`src/rtl/fifo_uart_tx_if.sv`:
```
// FIFO read-side bundle between a show-ahead FIFO (master) and the
// serialiser that pops it (slave).
interface fifo_uart_tx_if #(
  parameter int unsigned BITS = 32
);
  logic [BITS-1:0] fifo_dout;
  logic            fifo_pndng;
  logic            fifo_pop;

  modport master (output fifo_dout, output fifo_pndng, input fifo_pop);
  modport slave  (input fifo_dout, input fifo_pndng, output fifo_pop);
endinterface

```
`src/rtl/fifo_uart_tx.sv`:
```
// Serialises BITS-wide FIFO words onto an 8N1 UART line, least-significant
// byte first, popping the next word gaplessly on the last stop-bit cycle.
module fifo_uart_tx #(
  parameter int unsigned BITS         = 32,
  parameter int unsigned CLKS_PER_BIT = 16
) (
  input  logic                 clk,
  input  logic                 rst_n,
  input  logic                 enable,
  fifo_uart_tx_if.slave        bus,
  output logic                 tx,
  output logic                 busy
);

  localparam int unsigned BYTES     = BITS / 8;
  localparam int unsigned BAUD_W    = (CLKS_PER_BIT > 1) ? $clog2(CLKS_PER_BIT) : 1;
  localparam int unsigned BYTE_W    = (BYTES > 1) ? $clog2(BYTES) : 1;
  localparam int unsigned BAUD_LAST = CLKS_PER_BIT - 1;
  localparam int unsigned BYTE_LAST = (BYTES > 0) ? BYTES - 1 : 0;

  if ((BITS % 8) != 0 || BITS == 0) begin : g_bad_bits
    $error("fifo_uart_tx: BITS must be a non-zero multiple of 8");
  end
  if (CLKS_PER_BIT < 2) begin : g_bad_clks
    $error("fifo_uart_tx: CLKS_PER_BIT must be >= 2");
  end

  typedef enum logic [1:0] {IDLE, START, DATA, STOP} state_e;

  state_e            state_q, state_d;
  logic [BAUD_W-1:0] baud_q,  baud_d;
  logic [2:0]        bit_q,   bit_d;
  logic [BYTE_W-1:0] byte_q,  byte_d;
  logic [BITS-1:0]   shift_q, shift_d;
  logic              tx_q,    tx_d;

  logic       baud_tc;
  logic       last_byte;
  logic       pop_slot;
  logic       pop_c;
  logic [7:0] cur_byte;

  assign baud_tc   = (baud_q == BAUD_W'(BAUD_LAST));
  assign last_byte = (byte_q == BYTE_W'(BYTE_LAST));
  // A new word may start from IDLE or on the very last cycle of the last stop bit.
  assign pop_slot  = (state_q == IDLE) || ((state_q == STOP) && baud_tc && last_byte);

  always_ff @(posedge clk or negedge rst_n) begin
    if (!rst_n) begin
      state_q <= IDLE;
      baud_q  <= '0;
      bit_q   <= '0;
      byte_q  <= '0;
      shift_q <= '0;
      tx_q    <= 1'b1;
    end else begin
      state_q <= state_d;
      baud_q  <= baud_d;
      bit_q   <= bit_d;
      byte_q  <= byte_d;
      shift_q <= shift_d;
      tx_q    <= tx_d;
    end
  end

  always_comb begin
    state_d  = state_q;
    baud_d   = baud_q;
    bit_d    = bit_q;
    byte_d   = byte_q;
    shift_d  = shift_q;
    pop_c    = 1'b0;
    tx_d     = 1'b1;
    cur_byte = '0;

    unique case (state_q)
      IDLE: ;
      START: begin
        if (baud_tc) begin
          baud_d  = '0;
          bit_d   = '0;
          state_d = DATA;
        end else begin
          baud_d = baud_q + BAUD_W'(1);
        end
      end
      DATA: begin
        if (baud_tc) begin
          baud_d = '0;
          if (bit_q == 3'd7) state_d = STOP;
          else               bit_d   = bit_q + 3'd1;
        end else begin
          baud_d = baud_q + BAUD_W'(1);
        end
      end
      STOP: begin
        if (baud_tc) begin
          baud_d = '0;
          if (!last_byte) begin
            byte_d  = byte_q + BYTE_W'(1);
            shift_d = shift_q >> 8;
            state_d = START;
          end else begin
            state_d = IDLE;
          end
        end else begin
          baud_d = baud_q + BAUD_W'(1);
        end
      end
      default: state_d = IDLE;
    endcase

    // Pop overrides the end-of-word transition; gated by rst_n so no pop escapes during reset.
    if (pop_slot && enable && bus.fifo_pndng && rst_n) begin
      pop_c   = 1'b1;
      shift_d = bus.fifo_dout;
      byte_d  = '0;
      bit_d   = '0;
      baud_d  = '0;
      state_d = START;
    end

    // tx is computed from next state so the flop presents the bit on the cycle it belongs to.
    cur_byte = shift_d[7:0];
    unique case (state_d)
      START:   tx_d = 1'b0;
      DATA:    tx_d = cur_byte[bit_d];
      default: tx_d = 1'b1;
    endcase
  end

  assign bus.fifo_pop = pop_c;
  assign busy         = (state_q != IDLE) || pop_c;
  assign tx           = tx_q;

endmodule

```
`src/flat_wrapper.sv`:
```
// flat-port wrapper written by rule: the top's interface ports become plain ports
module fifo_uart_tx_flat 
#(
  parameter int unsigned BITS         = 32,
  parameter int unsigned CLKS_PER_BIT = 16
)
  (clk, rst_n, enable, tx, busy, bus_fifo_dout, bus_fifo_pndng, bus_fifo_pop);
  fifo_uart_tx_if #(.BITS(BITS)) bus_i ();
  input  logic clk;
  input  logic rst_n;
  input  logic enable;
  output logic tx;
  output logic busy;
  input wire logic [$bits(bus_i.fifo_dout)-1:0] bus_fifo_dout;
  input wire logic [$bits(bus_i.fifo_pndng)-1:0] bus_fifo_pndng;
  output wire logic [$bits(bus_i.fifo_pop)-1:0] bus_fifo_pop;
  assign bus_i.fifo_dout = bus_fifo_dout;
  assign bus_i.fifo_pndng = bus_fifo_pndng;
  assign bus_fifo_pop = bus_i.fifo_pop;
  fifo_uart_tx #(.BITS(BITS), .CLKS_PER_BIT(CLKS_PER_BIT)) u_core (.clk(clk), .rst_n(rst_n), .enable(enable), .bus(bus_i), .tx(tx), .busy(busy));
endmodule
```
`config.mk`:
```
export PLATFORM = sky130hd
export DESIGN_NAME = fifo_uart_tx_flat
export DESIGN_NICKNAME = d
export VERILOG_FILES = /design/src/rtl/fifo_uart_tx_if.sv /design/src/rtl/fifo_uart_tx.sv /design/src/flat_wrapper.sv
export SDC_FILE = /design/constraint.sdc
export NUM_CORES = 1
export LEC_CHECK = 0
export CAP_MARGIN = 20
export CORE_ASPECT_RATIO = 1.4
export CORE_MARGIN = 5
export CORE_UTILIZATION = 25
export DETAILED_ROUTE_END_ITERATION = 10
export HOLD_SLACK_MARGIN = 0.02
export PLACE_DENSITY = 0.44
export SYNTH_ARGS = -nofsm -noshare
export SYNTH_HDL_FRONTEND = slang
export SYNTH_SLANG_ARGS = --single-unit
```
`constraint.sdc`:
```
create_clock -name clk -period 2.7 [get_ports clk]
set_input_delay 0.54 -clock clk [delete_from_list [all_inputs] [get_ports clk]]
set_output_delay 0.54 -clock clk [all_outputs]
set_load 0.01 [all_outputs]
```
# == After elaboration in Yosys (flattened, before gate mapping) ==
# Cells that the tools add are included.
# totals
wordCells,61
ramBits,0
latch_bits,0
register_bits,44
memories,0
in_bits,36
rom_bits,0
# classes
eq_ne,9
shift,0
add_sub_neg,3
order_cmp,1
multipliers,0
n_reduce_logical,14
muxes,27
div_mod_pow,0
bitwise,0
# op_table
operator,count
32-bit two-way mux,4
2-bit two-way mux,9
3-bit two-way mux,4
4-bit two-way mux,3
"2-bit == test, second input constant",4
2-bit nonzero test,4
2-bit case mux with 3 select lines,1
3-bit case mux with 2 select lines,1
1-bit logical AND,5
"4-bit by 1-bit adder with 4-bit output, second input constant",1
"2-bit by 1-bit == test with 1-bit output, second input constant",2
"4-bit == test, second input constant",1
"3-bit by 4-bit < comparator with 1-bit output, second input constant",1
"3-bit by 1-bit adder with 3-bit output, second input constant",1
1-bit binary-select mux with 3-bit select,1
"3-bit == test, second input constant",1
1-bit two-way mux,3
3-bit AND reduction,1
3-bit OR reduction,1
"2-bit by 1-bit adder with 2-bit output, second input constant",1
2-bit zero test,1
1-bit logical OR,2
"2-bit inequality test, second input constant",1
1-bit case mux with 2 select lines,1

# == Depth between registers and ports, before layout ==
# depth
ltp_word,11
depth_mapped,12

# == Least setup slack after synthesis ==
# No wires, ideal clock.
# synth_timing
path_type,register -> output
start,register u_core.state_q[1]
end,output port bus_fifo_pop
n_path_buf,4
stages_incl_launch_ff,10
slack_ps,423
arrival_ps,1737
path_cell_list,dfrtp_1 inv_1 ha_1 clkbuf_2 a31oi_1 or2_0 buf_6 inv_2 buf_6 clkbuf_1
# synth_between
elab_chain_cells,8
word_cells_on_any_way,9
classes_between,eq/ne (1); mux (1); reduce/logical (7)
# synth_lines
item,line,text
start: declaration,fifo_uart_tx.sv:30,"state_e state_q, state_d;"
start signal: assignment,fifo_uart_tx.sv:57,state_q <= state_d;
2-bit == test,fifo_uart_tx.sv:46,assign pop_slot = (state_q == IDLE) || ((state_q == STOP) && baud_tc && last_byte);
1-bit logical AND (2 in a row),fifo_uart_tx.sv:46,
1-bit logical OR *,fifo_uart_tx.sv:46,
1-bit logical AND * (3 in a row),fifo_uart_tx.sv:114,if (pop_slot && enable && bus.fifo_pndng && rst_n) begin
1-bit two-way mux *,fifo_uart_tx.sv:114,
end: declaration,flat_wrapper.sv:16,output wire logic [$bits(bus_i.fifo_pop)-1:0] bus_fifo_pop;
# Mark *: on every way between the ends. The rest lies on a longest branch, timed or not.

# == Worst setup path after layout ==
# layout_timing
start,register u_core.baud_q[0]
end,output port bus_fifo_pop
# layout_between
elab_chain_cells,8
# layout_lines
item,line,text
start: declaration,fifo_uart_tx.sv:31,"logic [BAUD_W-1:0] baud_q, baud_d;"
start signal: assignment,fifo_uart_tx.sv:58,baud_q <= baud_d;
4-bit == test,fifo_uart_tx.sv:43,assign baud_tc = (baud_q == BAUD_W'(BAUD_LAST));
1-bit logical AND (2 in a row),fifo_uart_tx.sv:46,
1-bit logical OR,fifo_uart_tx.sv:46,
1-bit logical AND (3 in a row),fifo_uart_tx.sv:114,
1-bit two-way mux,fifo_uart_tx.sv:114,
# Every way passes these cells.

==> impl_metrics.yaml <==
run_status:
  status: "completed"
place:
  place.gp.congestion: 0.693
  io_buffers: 38
  hpwlAfterDp_mm: 4.34
  dp_worst_setup_slack_ps: 140
logic_synthesis:
  synthTopCellsByArea: "dfrtp_1 47%, nand2_1 11%, a31oi_1 5.7%"
  syn_area_sq_um: 2310
  synthFlopType: "dfrtp_1"
  synth_cell_types: 47
  synth_nets: 301
  synthArstFlopShare_pct: 100
  synth_top_area_cell: "dfrtp_1"
  syn_avg_cell_area_sq_um: 9.02
  synth_edf_count: 0
  synthCells: 256
  synth_top_area_share_pct: 46.6
  ys_seq_area_share_pct: 47.8
  synth-seq-cells: 44
  ys_warn_count: 0
cells_and_area:
  drive_gt1_share_pct: 12.3
  fill_cells: 974
  diodes: 0
  finish.utilization_pct: 33.6
  seqCellArea_sq_um: 1100
  most-common-layout-cells: "66 x nand2_1, 43 x dfrtp_1, 37 x clkdlybuf4s50_1"
  area_growth_pct: 31.4
  nNetsFinal: 345
  multi_input_area_sq_um: 1100
  layout_commonest_cell: "nand2_1"
timing:
  final.setup.tns_ps: 0
  fin_skew_ps: 5.71
  min_period_over_period_pct: 96.4
  whs_ps: 359
  worst_slew_pin_slew_ps: 594
  finalCriticalPeriod_ps: 2600
  setup_viol: 0
  rsz0062_at_grt: "no"
  fmax_mhz: 384
  slew_violations: 0
  relSlewSlack_pct: 60.4
  setup_ws_ps: 97.3
  hold_viol: 0
floorplanning:
  die_h_um: 124
  die_area_sq_um: 11300
  io_pins: 39
  start_util_pct: 25.6
  rows: 41
  die_w_um: 91.2
  core_sq_um: 9030
routing:
  wl_per_cell_um: 14.4
  drt_iter0_drc: 102
  detail-route-antenna-nets: 0
  firstDrtPassIters: 4
  via_per_inst: 4.78
  via_count: 1951
  drc: 0
  drt_wl_total_mm: 5.87
worst_hold_path:
  hold_path.class: "primary input to asynchronous set/reset pin"
grt:
  track_usage_pct: 10.9
  antenna_found_initial: 0
  grt_pass1_wl_mm: 9.83
  grt_max_degree: 45
  grt_overflow: 0
  grt_pass1_vias: 2036
critical_path:
  crit_chain: "ha_1, and3_1, a31oi_2, or2_4, inv_2, clkdlybuf4s50_1"
  critical_path_required_ps: 2160
  endpoint_kind: "output port"
  critPathMaxStageDelay_ps: 470
  crit_arrival_ps: 2060
  crit_type: "flip-flop to output port"
  critPathLaunchType: "flip-flop"
  cpMaxStageDelayCell: "clkdlybuf4s50_1"
  path_max_fanout: 3
clocking:
  h-tree-depth: 2
  cts_hold_repair.buffers: 0
  cts_buffers: 5
  clk_pin_slew_ps: 60
  cts_root_buffer: "clkbuf_16"
  clk_latency_ps: 290
  cts_sinks: 44
  cts_tree: "yes"
  clock_path_buffers: 2
power_and_ir_drop:
  power.leakage_nw: 1.38
  p_per_area_nw_per_um2: 810
  p_total_mw: 2.46
  ir_worst_vdd_mv: 0.289
run:
  cap_violations: 0
==> logic make-up (layout without fill, tap and decap cells) <==
family	Yosys count	count (layout)	share of synthesized area, %
compound gates	53	53	16.5
xor+xnor	2	2	0.759
fa+ha+maj	9	9	4.88
buf+inv	22	67	5.04
flops	44	44	47.8
mux	5	5	2.17
simple gates	121	121	22.9
==> sequential cells by signal, indices dropped and copies added, names as in the netlist <==
signal	flops
u_core.baud_q	4
u_core.byte_q	2
u_core.tx	1
u_core.state_q	2
u_core.shift_q	32
u_core.bit_q	3
==> through the flow <==
stage / cells / area (sq um)
after floorplan: 256 / 2310
after global placement: 399 / 2830
after detailed placement: 399 / 2830
after CTS: 408 / 3030
after global routing: 408 / 3030
final: 408 / 3030
==> path summary, 6_finish.rpt <==
| check | from | end | slack, ps | cells after the start |
|---|---|---|---|---|
| max | u_core.baud_q[0] | bus_fifo_pop | 100 | 6 |
| min reg2reg | u_core.shift_q[30] | u_core.shift_q[30] | 500 | 2 |
| min in group clk | u_core.shift_q[30] | u_core.shift_q[30] | 500 | 2 |
| max reg2reg | u_core.state_q[1] | u_core.tx | 320 | 9 |
| max in group asynchronous | rst_n | u_core.shift_q[31] | 1930 | 2 |
| min | rst_n | u_core.shift_q[11] | 360 | 2 |
==> power by group <==
| group | internal, mW | switching, mW |
|---|---|---|
| clock | 0.487 | 0.254 |
| combinational | 0.336 | 0.333 |
| sequential | 0.921 | 0.126 |
| total | 1.74 | 0.713 |
==> worst max-delay path, delay by kind of cell, from the launching register on <==
family	cells	cell delay, ps
buffers and inverters	2	510
flip-flops	1	390
adder cells (fa/ha/maj)	1	220
AND/OR/NAND/NOR	2	400
AO/OA/AOI/OAI	1	270
==> layer usage <==
layer	track usage, %	wire [um]	part of all wire, %	vias up
li1	-	-	-	973
met1	12.7	2520	43	946
met2	19.4	3060	52	23
met3	1.99	142	2.4	9
met4	5.14	145	2.5	0
met5	0	0	0	-
==> repair_timing <==
item,CTS,global route
gates resized for setup,1,1
buffers inserted,1,0
gates cloned,0,0
setup endpoints to repair,1,1
pin swaps,0,0
hold endpoints to repair,0,0
==> area by class of cell <==
cell class	instances	share of cell area, %
Clock buffer	7	5.03
Clock inverter	1	0.990
Inverter	6	0.743
Multi-Input combinational cell	190	36.4
Sequential cell	44	36.3
Tap cell	107	4.41
Timing Repair Buffer	53	16.1
==> synthesized netlist by cell type, drive strengths merged (2+ instances only) <==
| cell type | n |
|---|---|
| a31oi | 22 |
| dfrtp | 43 |
| nand2 | 66 |
| ha | 9 |
| o21ai | 4 |
| a211o | 2 |
| mux2i | 5 |
| clkbuf | 9 |
| o31ai | 2 |
| a22oi | 2 |
| and2 | 3 |
| inv | 6 |
| nand3 | 13 |
| nor2 | 26 |
| xnor2 | 2 |
| a211oi | 2 |
| nor2b | 2 |
| a21oi | 9 |
| and3 | 2 |
| buf | 7 |
| nor3 | 3 |
(Power assumes the default switching activity.)
